[src/rtl/uart_pkg.sv]
// -----------------------------------------------------------------------------
// uart_pkg
// Shared definitions for the UART transmit and receive paths.
//   uart_tx_state_t   : transmitter FSM states (IDLE/START/DATA/STOP)
//   UART_CLKS_PER_BIT : default system clocks per serial bit (50 MHz / 9600)
//   UART_DATA_BITS    : data bits per frame (8N1)
// -----------------------------------------------------------------------------
package uart_pkg;

  localparam int unsigned UART_CLKS_PER_BIT = 5208;
  localparam int unsigned UART_DATA_BITS    = 8;

  typedef enum logic [1:0] {
    IDLE  = 2'd0,
    START = 2'd1,
    DATA  = 2'd2,
    STOP  = 2'd3
  } uart_tx_state_t;

endpackage : uart_pkg

[src/rtl/uart_baud_tick.sv]
// -----------------------------------------------------------------------------
// uart_baud_tick
// Bit-time counter shared by the UART transmitter and receiver. Counts
// 0..CLKS_PER_BIT-1 and wraps; tick is high in the last clock of each bit.
//   clk   in  system clock
//   rst_n in  asynchronous reset, active low
//   clear in  hold the counter at zero (used to restart timing on state entry)
//   tick  out high when the counter is at CLKS_PER_BIT-1
// -----------------------------------------------------------------------------
module uart_baud_tick
  import uart_pkg::*;
#(
  parameter int unsigned CLKS_PER_BIT = UART_CLKS_PER_BIT
) (
  input  logic clk,
  input  logic rst_n,
  input  logic clear,
  output logic tick
);

  localparam int unsigned     CNT_W = (CLKS_PER_BIT > 1) ? $clog2(CLKS_PER_BIT) : 1;
  localparam logic [CNT_W-1:0] LAST = CNT_W'(CLKS_PER_BIT - 1);

  logic [CNT_W-1:0] count;

  assign tick = (count == LAST);

  // NOTE: sequential state is assigned with <= so every register samples the
  // pre-edge values of its inputs, independent of block evaluation order.
  always_ff @(posedge clk or negedge rst_n) begin
    if (!rst_n) begin
      count <= '0;
    end else if (clear || tick) begin
      count <= '0;
    end else begin
      count <= count + CNT_W'(1);
    end
  end

endmodule : uart_baud_tick

[src/rtl/uart_tx_engine.sv]
// -----------------------------------------------------------------------------
// uart_tx_engine
// 8N1 UART transmitter, LSB first. A byte written while tx_ready is high is
// framed as START, 8 DATA bits, STOP, each bit CLKS_PER_BIT clocks long.
//   clk      in   system clock
//   rst_n    in   asynchronous reset, active low (aborts a frame, line -> 1)
//   tx_start in   one-cycle write strobe
//   tx_data  in   byte to send, sampled when tx_start && tx_ready
//   tx_ready out  a write this cycle will be accepted
//   tx_busy  out  a frame is on the line
//   tx_done  out  one-cycle pulse in the last clock of the stop bit
//   uart_tx  out  registered serial line, idles high
// Build option: define UART_TX_HOLD_EN to add a one-byte holding register so
// a byte written mid-frame follows the current frame with no idle gap.
// -----------------------------------------------------------------------------
module uart_tx_engine
  import uart_pkg::*;
#(
  parameter int unsigned CLKS_PER_BIT = UART_CLKS_PER_BIT
) (
  input  logic       clk,
  input  logic       rst_n,
  input  logic       tx_start,
  input  logic [7:0] tx_data,
  output logic       tx_ready,
  output logic       tx_busy,
  output logic       tx_done,
  output logic       uart_tx
);

  localparam logic [2:0] LAST_BIT = 3'(UART_DATA_BITS - 1);

  uart_tx_state_t state, state_next;
  logic [7:0]     shift, shift_next;
  logic [2:0]     bit_idx, bit_idx_next;
  logic           uart_tx_next;
  logic           bit_tick;
  logic           accept;

  // The timer is held at zero in IDLE, so START always begins a full bit.
  // Every later state change happens on a tick, where the counter wraps to
  // zero by itself, which gives a fresh bit time on each state entry.
  uart_baud_tick #(
    .CLKS_PER_BIT(CLKS_PER_BIT)
  ) u_baud_tick (
    .clk  (clk),
    .rst_n(rst_n),
    .clear(state == IDLE),
    .tick (bit_tick)
  );

`ifdef UART_TX_HOLD_EN
  logic       hold_valid, hold_valid_next;
  logic [7:0] hold_data, hold_data_next;

  assign tx_ready = !hold_valid;
`else
  assign tx_ready = (state == IDLE);
`endif

  assign accept  = tx_start && tx_ready;
  assign tx_busy = (state != IDLE);
  assign tx_done = (state == STOP) && bit_tick;

  // NOTE: every signal written here gets a default first, so no path through
  // the case can leave one unassigned and infer a latch.
  always_comb begin
    state_next   = state;
    shift_next   = shift;
    bit_idx_next = bit_idx;
`ifdef UART_TX_HOLD_EN
    hold_valid_next = hold_valid;
    hold_data_next  = hold_data;
`endif

    unique case (state)
      IDLE: begin
        if (accept) begin
          shift_next   = tx_data;
          bit_idx_next = '0;
          state_next   = START;
        end
      end
      START: begin
        if (bit_tick) begin
          bit_idx_next = '0;
          state_next   = DATA;
        end
      end
      DATA: begin
        if (bit_tick) begin
          shift_next = shift >> 1;
          if (bit_idx == LAST_BIT) begin
            state_next = STOP;
          end else begin
            bit_idx_next = bit_idx + 3'd1;
          end
        end
      end
      STOP: begin
        if (bit_tick) begin
          state_next = IDLE;
`ifdef UART_TX_HOLD_EN
          // Drain the held byte straight into the next frame; with the hold
          // empty, a write landing in this cycle is started the same way.
          if (hold_valid) begin
            shift_next      = hold_data;
            hold_valid_next = 1'b0;
            bit_idx_next    = '0;
            state_next      = START;
          end else if (accept) begin
            shift_next   = tx_data;
            bit_idx_next = '0;
            state_next   = START;
          end
`endif
        end
      end
      default: state_next = IDLE;
    endcase

`ifdef UART_TX_HOLD_EN
    // Mid-frame writes park in the hold register; the drain cycle is
    // handled above.
    if (accept && (state != IDLE) && !((state == STOP) && bit_tick)) begin
      hold_valid_next = 1'b1;
      hold_data_next  = tx_data;
    end
`endif

    // The line is registered, so it is driven from the next-cycle view.
    unique case (state_next)
      START:   uart_tx_next = 1'b0;
      DATA:    uart_tx_next = shift_next[0];
      default: uart_tx_next = 1'b1;
    endcase
  end

  // NOTE: the datapath registers are reset as well as the control state, so
  // a frame aborted by reset leaves no stale byte behind.
  always_ff @(posedge clk or negedge rst_n) begin
    if (!rst_n) begin
      state   <= IDLE;
      shift   <= '0;
      bit_idx <= '0;
      uart_tx <= 1'b1;
    end else begin
      state   <= state_next;
      shift   <= shift_next;
      bit_idx <= bit_idx_next;
      uart_tx <= uart_tx_next;
    end
  end

`ifdef UART_TX_HOLD_EN
  always_ff @(posedge clk or negedge rst_n) begin
    if (!rst_n) begin
      hold_valid <= 1'b0;
      hold_data  <= '0;
    end else begin
      hold_valid <= hold_valid_next;
      hold_data  <= hold_data_next;
    end
  end
`endif

endmodule : uart_tx_engine

[config.mk]
export PLATFORM = sky130hd
export DESIGN_NAME = uart_tx_engine
export DESIGN_NICKNAME = d
export VERILOG_FILES = /design/src/rtl/uart_pkg.sv /design/src/rtl/uart_baud_tick.sv /design/src/rtl/uart_tx_engine.sv
export SDC_FILE = /design/constraint.sdc
export NUM_CORES = 1
export LEC_CHECK = 0
export ABC_AREA = 1
export CORE_UTILIZATION = 55
export CTS_CLUSTER_DIAMETER = 150
export DETAILED_ROUTE_END_ITERATION = 6
export PLACE_DENSITY = 0.78
export SLEW_MARGIN = 20
export SYNTH_ARGS = -nofsm -noshare
export SYNTH_HDL_FRONTEND = slang
export SYNTH_HIERARCHICAL = 1
export SYNTH_SLANG_ARGS = --single-unit
[constraint.sdc]
create_clock -name clk -period 1.9 [get_ports clk]
set_clock_uncertainty 0.15 [all_clocks]
set_input_delay 0.38 -clock clk [delete_from_list [all_inputs] [get_ports clk]]
set_output_delay 0.38 -clock clk [all_outputs]
set_load 0.01 [all_outputs]
### Word-level counts from Yosys, hierarchy flattened

Index checks and enable logic that the tools add are counted.
W data, S select, Z words.

* register bits: 27
* word-level logic and storage cells: 44

* add/subtract/negate cells: 2
* equality and inequality tests: 11
* muxes and demuxes: 16
* reductions and logical operators: 9

Operators with widths (number)
* $mux W8: 2
* $pmux W8 S2: 1
* $add A13 B1 Y13 const B: 1
* $eq A13 B13 Y1 const B: 1
* $mux W13: 1
* $mux W3: 4
* $mux W2: 5
* $pmux W3 S3: 1
* $pmux W2 S4: 1
* $eq A2 B2 Y1 const B: 3
* $ne A2 B2 Y1 const B: 3
* $reduce_and A5 Y1: 1
* $eq A2 B1 Y1 const B: 2
* $reduce_bool A2 Y1: 2
* $add A3 B1 Y3 const B: 1
* $eq A3 B3 Y1 const B: 1
* $reduce_and A3 Y1: 1
* $reduce_bool A3 Y1: 1
* $logic_and A1 B1 Y1: 2
* $logic_not A2 Y1: 1
* $ne A2 B1 Y1 const B: 1
* $pmux W1 S2: 1
* $logic_or A1 B1 Y1: 1

### Logic depth before layout (Yosys ltp)

Gate-level depths: netlist of run 1.

* word-level depth: 6
* depth in mapped cells: 13

### Cells and area by module

Netlist of run 1, hierarchy kept.

Modules (own cells, without submodules)
* uart_tx_engine: times used 1, cells each 99, area each 755.7 µm², seq. area each 351.6 µm²
* uart_baud_tick: times used 1, cells each 96, area each 720.7 µm², seq. area each 325.3 µm²

### Worst setup path after synthesis of run 1

OpenSTA, ideal clock, no wires.

* kind: register to output
* start: register u_baud_tick.count[0]
* end: output tx_done
* arrival: 1318 ps
* setup slack: 52 ps
* stages on the path, launching flop included: 9
* buffers on the path: 1
* cells stage by stage: dfrtp_1 > ha_1 > nand2_1 > nor2_1 > nand3_2 > inv_1 > buf_2 > inv_1 > nor2_1

* cells in the longest elaborated chain, start to end: 2

RTL lines
* from (decl): RTL line uart_baud_tick.sv:24 `logic [CNT_W-1:0] count;`
* from (signal assigned): RTL line uart_baud_tick.sv:36 `count <= count + CNT_W'(1);`
* $eq A13 B13 Y1: RTL line uart_baud_tick.sv:26 `assign tick = (count == LAST);`
* named net bit_tick: RTL line uart_tx_engine.sv:37 `logic bit_tick;`
* $logic_and A1 B1 Y1: RTL line uart_tx_engine.sv:63 `assign tx_done = (state == STOP) && bit_tick;`
* to (decl): RTL line uart_tx_engine.sv:27 `output logic tx_done,`

The timed path passes the listed nets, and every way through them passes these cells.

### Worst setup path in the final report of run 1

* start: register u_baud_tick.count[1]
* end: output tx_done

Same word-level chain as after synthesis.

==> metrics.csv, run 1 <==
stage,metric,value,unit
outcome,status,finished with violations,
outcome,failed_checks,negative setup slack,
global_route,grt_usage,25.4,%
logic_synthesis,synthFlopType,dfrtp_1,
logic_synthesis,ys_warn_count,6,
route,vias,1353,
route,drc,0,
logic_synthesis,synth_seq_cells,27,
floorplan,pin_count,15,
cells_and_area,layout_common_cells,"63 x nand2_1, 28 x nor2_1, 26 x dfrtp_1, 25 x buf_4, 19 x inv_1",
place,portBuffers,14,
pwr,leakagePower,0.959,nW
cells_and_area,n_antenna_cell,0,
global_route,grt_max_degree,28,
floorplan,die_h,53.8,microns
place,place_congestion,0.787,
cells_and_area,fillers,187,
clocking,clock_path_buffers,2,
setup_path,crit_chain,ha_2 -> nand2_2 -> nor2_2 -> nand3_2 -> inv_2 -> inv_2 -> nor2_2 -> buf_2,
timing,fin_ws,-146,ps
route,drt-total-wl,3130,microns
setup_path,crit_fanout,2,
logic_synthesis,yosysSeqAreaShare,45.8,%
timing,max_clock_freq,489,MHz
logic_synthesis,syn-mean-instance-area,7.57,sq um
route,first_iter_violations,30,
place,dp_hpwl,2290,microns
logic_synthesis,syn_inst,195,
hold_path,hold_path_class,input port to asynchronous set/reset pin,
global_route,grt_pass1_vias,1305,
timing,hold_viol,0,
global_route,antenna_found_initial,0,
setup_path,cp_slowest_cell,dfrtp_1,
pwr,total_power,873,uW
timing,hold-worst-slack,237,ps
timing,setup_tns,-146,ps
cells_and_area,drive_above_1_share,22.0,%
global_route,grt_pass1_wl,5240,microns
timing,fin_crit_sh,108,%
route,wl_per_cell,11.8,microns
floorplan,coreArea,2500,sq um
pwr,ir_drop,0.392,mV
clocking,cts_buffers,3,
cells_and_area,mostFrequentLayoutCell,nand2_1,
route,via_per_inst,5.09,
cells_and_area,syn2layout_area_growth,25.8,%
timing,drv_slew,0,
clocking,cts.sinks,27,
setup_path,endpoint_kind,output port,
floorplan,num_rows,18,
timing,rsz0062_at_grt,true,
clocking,htreeDepth,1,
job,cap_violations,0,
setup_path,path_buf_inv,3,
timing,setup_viol,1,
clocking,cts_tree,done,
setup_path,critPathTopFamily,flip-flops,
logic_synthesis,syn_area,1480,sq um
floorplan,dieWidth,53.8,microns
setup_path,cp.required,1370,ps
logic_synthesis,ys_types,23,
logic_synthesis,async_flop_share,100,%
clocking,cts.clk_slew.worst_paths,160,ps
floorplan,start_util,59.1,%
cells_and_area,multi_input_area,696,sq um
timing,relSlewSlack,77.0,%
route,ant_nets,0,
setup_path,cp.depth,8,
route,dr.pass1.iters,4,
cells_and_area,layout.area.seq,677,sq um
global_route,grt_overflow_total,0,
setup_path,critPathKind,flop to output port,
setup_path,cpPeakStageDelay,410,ps
logic_synthesis,synth_edf_count,0,
clocking,postCtsHoldBufs,0,
floorplan,dieArea,2900,sq um
timing,tightest_slew,345,ps
clocking,clk_latency,330,ps
pwr,p_per_area,470,nW/um^2
timing,fin_crit,2050,ps
cells_and_area,final_nets,251,
clocking,root_buffer,clkbuf_4,
logic_synthesis,synth_nets,209,
setup_path,critPathArrivalTime,1520,ps
setup_path,reg2reg_depth,13,
setup_path,start_kind,flop,
[sequential cells by signal (all words and copies together), names as in the netlist]
signal,count
bit_idx,3
u_baud_tick/count,13
shift,8
uart_tx,1
state,2
[cell usage after synthesis, types with 2 or more instances]
library cell  count  area share [%]
nor2_1           30             7.6
nand3_2           2             1.4
nor2_2            3             1.3
o21ai_0           2            0.68
xor2_1            5             3.0
nand2_2           2            0.85
nand4_1           4             1.7
a21oi_1           2            0.68
nand2_1          64              16
xnor2_1           2             1.2
dfrtp_1          26              44
ha_1              3             2.5
inv_2             4             1.0
nand3_1          17             5.8
inv_1            21             5.3
[power breakdown]
part	switching, mW	internal [mW]
clock	0.179	0.0858
combinational	0.0144	0.0191
sequential	0	0.575
[timing repair]
action	CTS	global route
setup buffers	5	0
gates resized for setup	12	1
endpoints found under the hold margin	0	0
pin swaps	5	1
endpoints found under the setup margin	4	1
[per-layer routing]
metal | vias up | GRT usage (%) | part of all wire [%]
li1 | 681 | - | -
met1 | 641 | 26.9 | 41
met2 | 25 | 48.1 | 55
met3 | 6 | 3.11 | 2.5
met4 | 0 | 13.6 | 1.3
met5 | - | 0 | 0
[cells by family (layout without fill, tap and decap cells)]
group / after synthesis / count (layout) / share of synthesized area (%)
XOR/XNOR: 7 / 7 / 4.15
AO/OA/AOI/OAI: 4 / 4 / 1.36
adder cells (fa/ha/maj): 3 / 3 / 2.54
flip-flops: 27 / 27 / 45.8
AND/OR/NAND/NOR: 126 / 126 / 38.4
buffers and inverters: 28 / 69 / 7.71
[layout make-up]
class                           count  share of cell area [%]
Multi-Input combinational cell    140                    37.4
Sequential cell                    27                    36.4
Timing Repair Buffer               39                    17.2
Inverter                           26                    5.25
Tap cell                           30                    2.02
Clock buffer                        3                    1.21
Clock inverter                      1                   0.471
[final timing paths]
check	start	to	slack, ps
max	u_baud_tick/count[1]	tx_done	-150
min	rst_n	u_baud_tick/count[4]	240
max reg2reg	u_baud_tick/count[1]	uart_tx	130
min reg2reg	shift[7]	shift[7]	360
max in group asynchronous	rst_n	uart_tx	1060
min in group clk	shift[7]	shift[7]	360
[metrics by stage]
step | setup slack, ps | instance area [sq um] | utilization, % | std cells
after detailed placement | -225 | 1790 | 71.5 | 257
after CTS | -175 | 1860 | 74.2 | 266
after global routing | -266 | 1860 | 74.3 | 266
after floorplan | 52.0 | 1480 | - | 195
after global placement | -199 | 1790 | 71.5 | 257
final | -146 | 1860 | 74.3 | 266
Note: power is estimated with default switching activity, not from simulation.
==> run 2: changes to the inputs <==
- CORE_UTILIZATION: 55 -> 60
- DONT_BUFFER_PORTS: not set -> 1
- PLACE_DENSITY: 0.78 -> 0.76
==> run 2 against run 1 <==
The flow still finishes with violations (negative setup slack). Worst hold slack got worse by 220 ps. Total power fell by 1.7%. Sequential power barely moved. Critical endpoint unchanged. Largest power group unchanged.
==> metrics.csv, run 2 (synthesized netlist as in run 1, its figures left out) <==
stage,metric,value,unit,change
place,dp_hpwl,1930,microns,-16%
place,place_area,1520,sq um,-15%
cells_and_area,fin_cells,237,,-11%
cells_and_area,mostFrequentLayoutCell,nand2_1,,
setup_path,reg2reg_slack,90,ps,-40 ps
pwr,leakagePower,0.861,nW,-10%
setup_path,reg2reg_from,u_baud_tick/count[1],,
floorplan,num_rows,17,,-1
clocking,htreeDepth,1,,unchanged
floorplan,pin_count,15,,unchanged
setup_path,crit_chain,ha_2 -> nand2_2 -> nor2_2 -> nand3_2 -> inv_2 -> inv_2 -> nor2_4,,
route,first_iter_violations,16,,-47%
route,via_per_inst,5.14,,+1.0%
timing,hold-worst-slack,17.5,ps,-219 ps
hold_path,hp-start,tx_data[5],,
setup_path,cpPeakStageDelay,410,ps,about the same
floorplan,start_util,64.9,%,+5.8 points
floorplan,dieArea,2660,sq um,-8.0%
timing,drv_slew,0,,unchanged
cells_and_area,largest-register,u_baud_tick/count,,
floorplan,dieWidth,51.6,microns,-4.1%
hold_path,hold_depth,2,,
pwr,ir_drop,0.413,mV,+5.4%
timing,relSlewSlack,78.1,%,+1.1 points
route,drt-total-wl,2800,microns,-10%
route,vias,1218,,-10%
route,ant_nets,0,,unchanged
place,dp.cells,224,,-13%
clocking,cts_tree,done,,
setup_path,reg2reg_depth,13,,unchanged
setup_path,critPathKind,flop to output port,,
timing,hold_viol,0,,unchanged
job,cap_violations,0,,unchanged
route,wl_per_cell,11.8,microns,+0.61%
cells_and_area,finalInstanceArea,1680,sq um,-9.7%
cells_and_area,layout_common_cells,"61 x nand2_1, 27 x nor2_1, 26 x dfrtp_1, 19 x inv_1, 17 x nand3_1",,
place,portBuffers,0,,-14
pwr,p_per_area,512,nW/um^2,+8.9%
cells_and_area,syn2layout_area_growth,13.6,%,
timing,fin_crit,1960,ps,-88.5 ps
clocking,cts.sinks,27,,unchanged
global_route,grt_max_degree,28,,unchanged
timing,fin_crit_sh,103,%,-4.7 points
timing,tightest_slew,328,ps,-16.7 ps
cells_and_area,fillers,170,,-9.1%
timing,max_clock_freq,511,MHz,+4.5%
place,place_congestion,0.785,,-0.15%
global_route,grt_pass1_wl,4570,microns,-13%
setup_path,crit_start,u_baud_tick/count[1],,
global_route,grt_pass1_vias,1140,,-13%
pwr,total_power,859,uW,-1.7%
outcome,status,finished with violations,,
route,drc,0,,unchanged
setup_path,path_common_cell,inv_2,,
global_route,antenna_found_initial,0,,unchanged
place,dp_worst_setup_slack,103,ps,+327 ps
global_route,grt_usage,23.3,%,-2.1 points
timing,setup_viol,1,,unchanged
setup_path,cp.required,1370,ps,about the same
setup_path,endpoint_kind,output port,,
cells_and_area,drive_above_1_share,19.6,%,-2.4 points
cells_and_area,n_antenna_cell,0,,unchanged
cells_and_area,largest_register_ffs,13,,unchanged
timing,fin_ws,-57.8,ps,+88.5 ps
hold_path,hold_path_class,input port to flop,,
clocking,clk_latency,330,ps,about the same
cells_and_area,final_nets,224,,-11%
clocking,root_buffer,clkbuf_4,,
clocking,cts_buffers,3,,unchanged
setup_path,start_kind,flop,,
setup_path,crit_fanout,3,,+1
global_route,grt_overflow_total,0,,unchanged
floorplan,die_h,51.6,microns,-4.1%
clocking,clock_path_buffers,2,,unchanged
setup_path,worst_r2r_endpoint,uart_tx,,
floorplan,coreArea,2280,sq um,-9.0%
route,dr.pass1.iters,4,,unchanged
outcome,failed_checks,negative setup slack,,
clocking,cts.clk_slew.worst_paths,160,ps,about the same
hold_path,hold_end,shift[5],,
cells_and_area,reg_top3,"u_baud_tick/count (13), shift (8), bit_idx (3)",,
setup_path,critPathArrivalTime,1430,ps,-90 ps
timing,rsz0062_at_grt,true,,
setup_path,cp_slowest_cell,dfrtp_1,,
-- run 2: metrics by stage --
stage	setup TNS, ps	utilization [%]
floorplan	0	-
global placement	0	66.7
detailed placement	0	66.7
CTS	-66.6	71.8
global route	-126	73.7
finish	-57.8	73.7
-- run 2: critical path: cells and delay by family, from the launching register on --
kind          cells  cell delay, ps
fa+ha+maj         1             220
buf+inv           2             130
simple gates      4             350
flops             1             410
-- run 2: what timing repair did --
action / 4_1_cts / 5_1_grt
pin swaps: 3 / 0
hold buffers: 3 / 0
setup buffers: 4 / 3
endpoints found under the hold margin: 28 / 0
resized for setup: 7 / 9
endpoints found under the setup margin: 1 / 9
-- run 2: worst max path at each step --
| stage | endpoint | slack (ps) | cells past startpoint |
|---|---|---|---|
| 6_report | tx_done | -60 | 7 |
| 5_1_grt | tx_done | -110 | 7 |
| 4_1_cts | tx_done | -70 | 7 |
| 3_5_place_dp | tx_done | 100 | 7 |
| 3_3_place_gp | tx_done | 140 | 7 |
| 2_1_floorplan | tx_done | 50 | 8 |
-- run 2: report_power, final --
part | total (mW) | internal, mW | switching [mW]
Sequential | 0.575 | 0.575 | 0
Clock | 0.265 | 0.0858 | 0.179
Combinational | 0.0188 | 0.00695 | 0.0118
Total | 0.859 | 0.668 | 0.191
-- run 2: cell type report --
class,count,area (sq um),area share (%)
clock inverter,1,8.76,0.522
multi-input combinational,140,722,43.0
tap,28,35.0,2.09
inverter,26,101,6.04
timing repair buffer,12,111,6.64
clock buffer,3,22.5,1.34
sequential,27,677,40.3
-- run 2: layer usage --
metal,global-route usage [%],vias to the layer above,part of all wire [%]
met4,9.91,0,1.8
met2,40.5,16,50
met5,0,-,0
met3,2.63,6,1.7
li1,-,626,-
met1,29.3,570,46
==> run 3: changes to the inputs <==
- CORE_UTILIZATION: 60 -> 35
- CTS_CLUSTER_SIZE: not set -> 28
- PLACE_DENSITY: 0.76 -> not set
- SKIP_CTS_REPAIR_TIMING: not set -> 1
==> run 3 against run 2 <==
The flow still finishes with violations (negative setup slack). Via count shrank 3.9%. Cell area grew 1.1%. Utilization shrank 32 points. Highest routed layer unchanged. Largest cell class unchanged.
==> metrics.csv, run 3 (synthesized netlist as in run 1, its figures left out) <==
stage,metric,value,unit,change
outcome,status,finished with violations,,
outcome,failed_checks,negative setup slack,,
timing,fin_ws,-0.671,ps,+57.2 ps
route,dr.pass1.iters,4,,unchanged
timing,setup_viol,1,,unchanged
pwr,p_per_area,555,nW/um^2,+8.3%
floorplan,num_rows,23,,+6
place,dp_worst_setup_slack,126,ps,+23.8 ps
global_route,grt_max_degree,28,,unchanged
global_route,grt-busiest-layer,met2,,
global_route,antenna_found_initial,0,,unchanged
cells_and_area,finalInstanceArea,1700,sq um,+1.1%
setup_path,crit_fanout,3,,unchanged
setup_path,worst_r2r_endpoint,uart_tx,,
timing,max_clock_freq,526,MHz,+3.0%
floorplan,start_util,36.6,%,-28 points
pwr,leakagePower,0.832,nW,-3.3%
setup_path,endpoint_kind,output port,,
hold_path,hold_end,shift[7],,
floorplan,coreArea,4030,sq um,+77%
clocking,clock_path_buffers,2,,unchanged
hold_path,hold_path_class,input port to flop,,
timing,fin_crit_sh,100,%,-3.0 points
floorplan,pin_count,15,,unchanged
place,place_area,1550,sq um,+1.8%
global_route,grtUsageMet3,4.11,%,+1.5 points
cells_and_area,reg_top3,"u_baud_tick/count (13), shift (8), bit_idx (3)",,
global_route,grt_pass1_wl,4790,microns,+4.7%
floorplan,dieArea,4480,sq um,+68%
clocking,cts.sinks,27,,unchanged
clocking,cts_tree,done,,
setup_path,critPathArrivalTime,1370,ps,-60 ps
job,cap_violations,0,,unchanged
global_route,grt_pass1_vias,1122,,-1.6%
cells_and_area,mostFrequentLayoutCell,nand2_1,,
timing,hold_viol,0,,unchanged
route,via_per_inst,4.59,,-11%
setup_path,cp.required,1370,ps,about the same
hold_path,hp-start,tx_data[7],,
pwr,ir_drop,0.426,mV,+3.2%
setup_path,reg2reg_slack,120,ps,+30 ps
route,wl_per_cell,10.7,microns,-9.5%
route,first_iter_violations,75,,+59
cells_and_area,drive_above_1_share,21.5,%,+1.8 points
setup_path,critPathKind,flop to output port,,
clocking,cts.clk_slew.worst_paths,100,ps,-60 ps
route,vias,1171,,-3.9%
clocking,cts_buffers,3,,unchanged
setup_path,start_kind,flop,,
setup_path,reg2reg_depth,14,,+1
timing,rsz0062_at_grt,true,,
clocking,htreeDepth,1,,unchanged
global_route,gr-usage-met1,18.0,%,-11 points
cells_and_area,largest-register,u_baud_tick/count,,
cells_and_area,layout_common_cells,"58 x nand2_1, 26 x nor2_1, 26 x dfrtp_1, 18 x inv_1, 16 x nand3_1",,
floorplan,die_h,67.0,microns,+30%
hold_path,hold_depth,2,,unchanged
route,drt-total-wl,2730,microns,-2.6%
route,ant_nets,0,,unchanged
cells_and_area,syn2layout_area_growth,14.9,%,
place,place_congestion,0.790,,+0.59%
timing,relSlewSlack,74.9,%,-3.3 points
global_route,grt_overflow_total,0,,unchanged
cells_and_area,n_antenna_cell,0,,unchanged
floorplan,dieWidth,67.0,microns,+30%
cells_and_area,final_nets,220,,-1.8%
timing,drv_slew,0,,unchanged
route,drc,0,,unchanged
timing,hold-worst-slack,59.8,ps,+42.3 ps
timing,fin_crit,1900,ps,-57.2 ps
cells_and_area,fillers,429,,+150%
place,portBuffers,0,,unchanged
setup_path,reg2reg_from,u_baud_tick/count[1],,
global_route,grt_usage,14.1,%,-9.2 points
cells_and_area,largest_register_ffs,13,,unchanged
clocking,root_buffer,clkbuf_8,,
place,dp_hpwl,1970,microns,+2.2%
timing,tightest_slew,377,ps,+48.9 ps
clocking,clk_latency,280,ps,-50 ps
global_route,met2_usage,23.4,%,-17 points
## run 3: cell types whose count changed in the layout (fill, tap and decap cells not counted), sizes merged
cell,before,now
inv,26,27
dlygate4sd3,2,1
buf,10,7
clkinv,1,0
## run 3: how the worst max path moves through the flow
stage	startpoint	endpoint	slack (ps)	cells after the start
6_report	u_baud_tick/count[1]	tx_done	-0.7	7
5_1_grt	u_baud_tick/count[1]	tx_done	-130	7
4_1_cts	u_baud_tick/count[0]	tx_done	-210	7
3_5_place_dp	u_baud_tick/count[0]	tx_done	130	7
3_3_place_gp	u_baud_tick/count[0]	tx_done	150	7
2_1_floorplan	u_baud_tick/count[0]	tx_done	50	8
## run 3: area by class of cell
| cell class | instances | area (sq um) | area share [%] |
|---|---|---|---|
| flip-flops and latches | 27 | 677 | 39.9 |
| well taps | 50 | 62.6 | 3.69 |
| multi-input cells | 140 | 734 | 43.3 |
| repair buffers | 8 | 75.1 | 4.42 |
| inverters | 26 | 97.6 | 5.75 |
| clock inverters | 1 | 8.76 | 0.516 |
| clock buffers | 3 | 41.3 | 2.43 |
## run 3: power breakdown
group	switching, mW	internal [mW]	total, mW
combinational	0.0118	0.00559	0.0174
sequential	0	0.574	0.574
clock	0.195	0.154	0.349
total	0.207	0.734	0.941
## run 3: worst max-delay path, cell delays in order, from the launching register on
cell and delay [ps]:
dfrtp_1 380, ha_2 200, nand2_2 60, nor2_2 100, nand3_2 110, inv_2 90
inv_2 50, nor2_4 110
## run 3: routing by layer
metal  routed length, microns  vias to the layer above
met5                        0                        -
met4                       20                        0
met3                      111                        2
met2                     1290                       16
met1                     1310                      534
li1                         -                      619
## run 3: stage by stage
stage	instances	utilization, %	power (mW)	TNS [ps]
2_1_floorplan	195	-	0.586	0
3_3_place_gp	246	38.4	0.586	0
3_5_place_dp	246	38.4	0.586	0
4_1_cts	250	39.6	0.942	-212
5_1_grt	255	42.1	0.983	-192
6_report	255	42.1	0.941	-0.671
==> patch, RTL diff (flow settings as in run 3) <==
The package constant `UART_CLKS_PER_BIT` goes from 5208 to 20832.
--- a/src/rtl/uart_pkg.sv
+++ b/src/rtl/uart_pkg.sv
@@ -7,7 +7,7 @@
 // -----------------------------------------------------------------------------
 package uart_pkg;
 
-  localparam int unsigned UART_CLKS_PER_BIT = 5208;
+  localparam int unsigned UART_CLKS_PER_BIT = 20832;
   localparam int unsigned UART_DATA_BITS    = 8;
 
   typedef enum logic [1:0] {
Formal check against the unedited RTL: no difference found for any inputs over 10 cycles, from zero or initial values and one cycle with rst_n low; that may be too few to reach the edited logic, so the function may still have changed.
==> patch against run 3 <==
The run still ends with negative setup slack left; cell area is 14% higher; synthesized area is 9.5% higher; critical path depth is 2 higher; wire length is 16% higher; worst setup slack worse by 0.13 ns; power is 27% higher; sequential cell count is 2 higher.
==> patch: results (changes against run 3) <==
| Metric | Value |
|---|---|
| CTS HTree Levels | `2 (+1)` |
| Failing checks | `negative setup slack` |
| Synth Area in Adders | `0.02322 (-0.002204)` |
| Crit-path max cell delay | `0.36 ns (-0.02 ns)` |
| I/O Buffers | `0 (unchanged)` |
| Synth top area cells | `dfrtp_1 (43%), nand2_1 (14%), nor2_2 (5.8%)` |
| Synth warnings | `6 (unchanged)` |
| Clock-pin slew on the worst setup and hold paths | `0.07 ns (-0.03 ns)` |
| XOR/XNOR Fraction of Synth Area | `0.03793 (-0.003600)` |
| Area fraction in compound gates after synthesis | `0.02786 (+0.01430)` |
| Kind of cell adding the most delay to the critical path | `simple AND/OR/NAND/NOR gates` |
| Gr usage total | `0.1358 (-0.005595)` |
| Worst Hold Class | `in2reg` |
| Largest regs | `u_baud_tick/count: 15 flops, shift: 8 flops, bit_idx: 3 flops` |
| Crit path max fanout | `5 (+2)` |
| Vias per cell | `4.646 (+1.2%)` |
| Vias in the first global route | `1,153 (+2.8%)` |
| VDD IR-drop max | `0.5013 mV (+18%)` |
| Largest net degree at the start of global routing | `30 (+7.1%)` |
| Relative slew slack | `0.7844 (+0.03562)` |
| Max Slew Vio Count | `0 (unchanged)` |
| Leakage | `0.9059 nW (+8.9%)` |
| Sequential area share after synthesis | `0.4497 (-0.008784)` |
| First-pass GRT wire length | `5181 um (+8.2%)` |
| DR iter-0 viols | `43 (-43%)` |
| CTS buffer count | `5 (+2)` |
| DP HPWL | `2198 um (+12%)` |
| Drt wl/cell | `11.40 um (+6.5%)` |
| Slowest stage cell, crit path | `dfrtp_1` |
| Mapped Nets | `219 (+4.8%)` |
| Routability-driven placement congestion ratio | `0.8211 (+3.9%)` |
| Final nets | `238 (+8.2%)` |
| Clock Latency Late Sink | `0.28 ns (about the same)` |
| Status | `complete, but fails checks` |
| Place WS | `-0.002383 ns (-0.1287 ns)` |
| Layout cells sized above 1 | `0.2844 (+0.06981)` |
| Worst setup margin | `-0.1311 ns (-0.1304 ns)` |
| Synth top cells by count | `nand2_1 (62), dfrtp_1 (28), inv_1 (21), nor2_1 (21), nand3_1 (16)` |
| Endpoints failing setup | `1 (unchanged)` |
## patch: logic make-up (layout without fill, tap and decap cells)
family / count (synthesis) / count (layout)
xor+xnor: 7 / 7
flops: 29 / 29
buf+inv: 28 / 48
simple gates: 130 / 130
compound gates: 8 / 8
fa+ha+maj: 3 / 3
## patch: stage by stage
stage / instances / total power [mW] / util / cell area (um^2) / setup TNS, ns
floorplan: 205 / 0.6291 / - / 1619 / 0
global placement: 260 / 0.6291 / 0.3870 / 1697 / 0
detailed placement: 260 / 0.6291 / 0.3870 / 1697 / -0.002383
CTS: 268 / 1.197 / 0.4101 / 1798 / -0.3180
global route: 277 / 1.242 / 0.4415 / 1936 / -0.6087
finish: 277 / 1.199 / 0.4415 / 1936 / -0.1311
## patch: worst paths after layout
kind,start,to,slack [ns],depth (start not counted)
setup / recovery,u_baud_tick/count[1],tx_done,-0.13,9
hold / removal,tx_data[7],shift[7],0.07,2
setup reg to reg,u_baud_tick/count[1],bit_idx[1],0.08,12
hold reg to reg,shift[7],shift[7],0.33,2
max in group asynchronous,rst_n,uart_tx,0.97,2
min in group asynchronous,rst_n,u_baud_tick/count[1],0.39,2
## patch: layer usage
layer  up-vias  track usage  part of all wire
met2        23       0.2073              0.45
li1        670            -                 -
met3         5      0.03752             0.039
met5         -            0                 0
met4         0      0.06000             0.015
met1       589       0.1792              0.50
## patch: layout make-up
class	instances	area [um^2]
Fill cell	441	2449
Timing Repair Buffer	14	120.1
Tap cell	52	65.06
Clock buffer	7	96.34
Multi-Input combinational cell	148	815.8
Clock inverter	1	5.005
Inverter	26	106.4
Sequential cell	29	726.9
## patch: power breakdown
| part | internal, mW | leakage [nW] | switching, mW |
|---|---|---|---|
| clock network | 0.327 | 0.0542 | 0.236 |
| logic | 0.00561 | 0.517 | 0.0131 |
| registers | 0.618 | 0.335 | 0 |
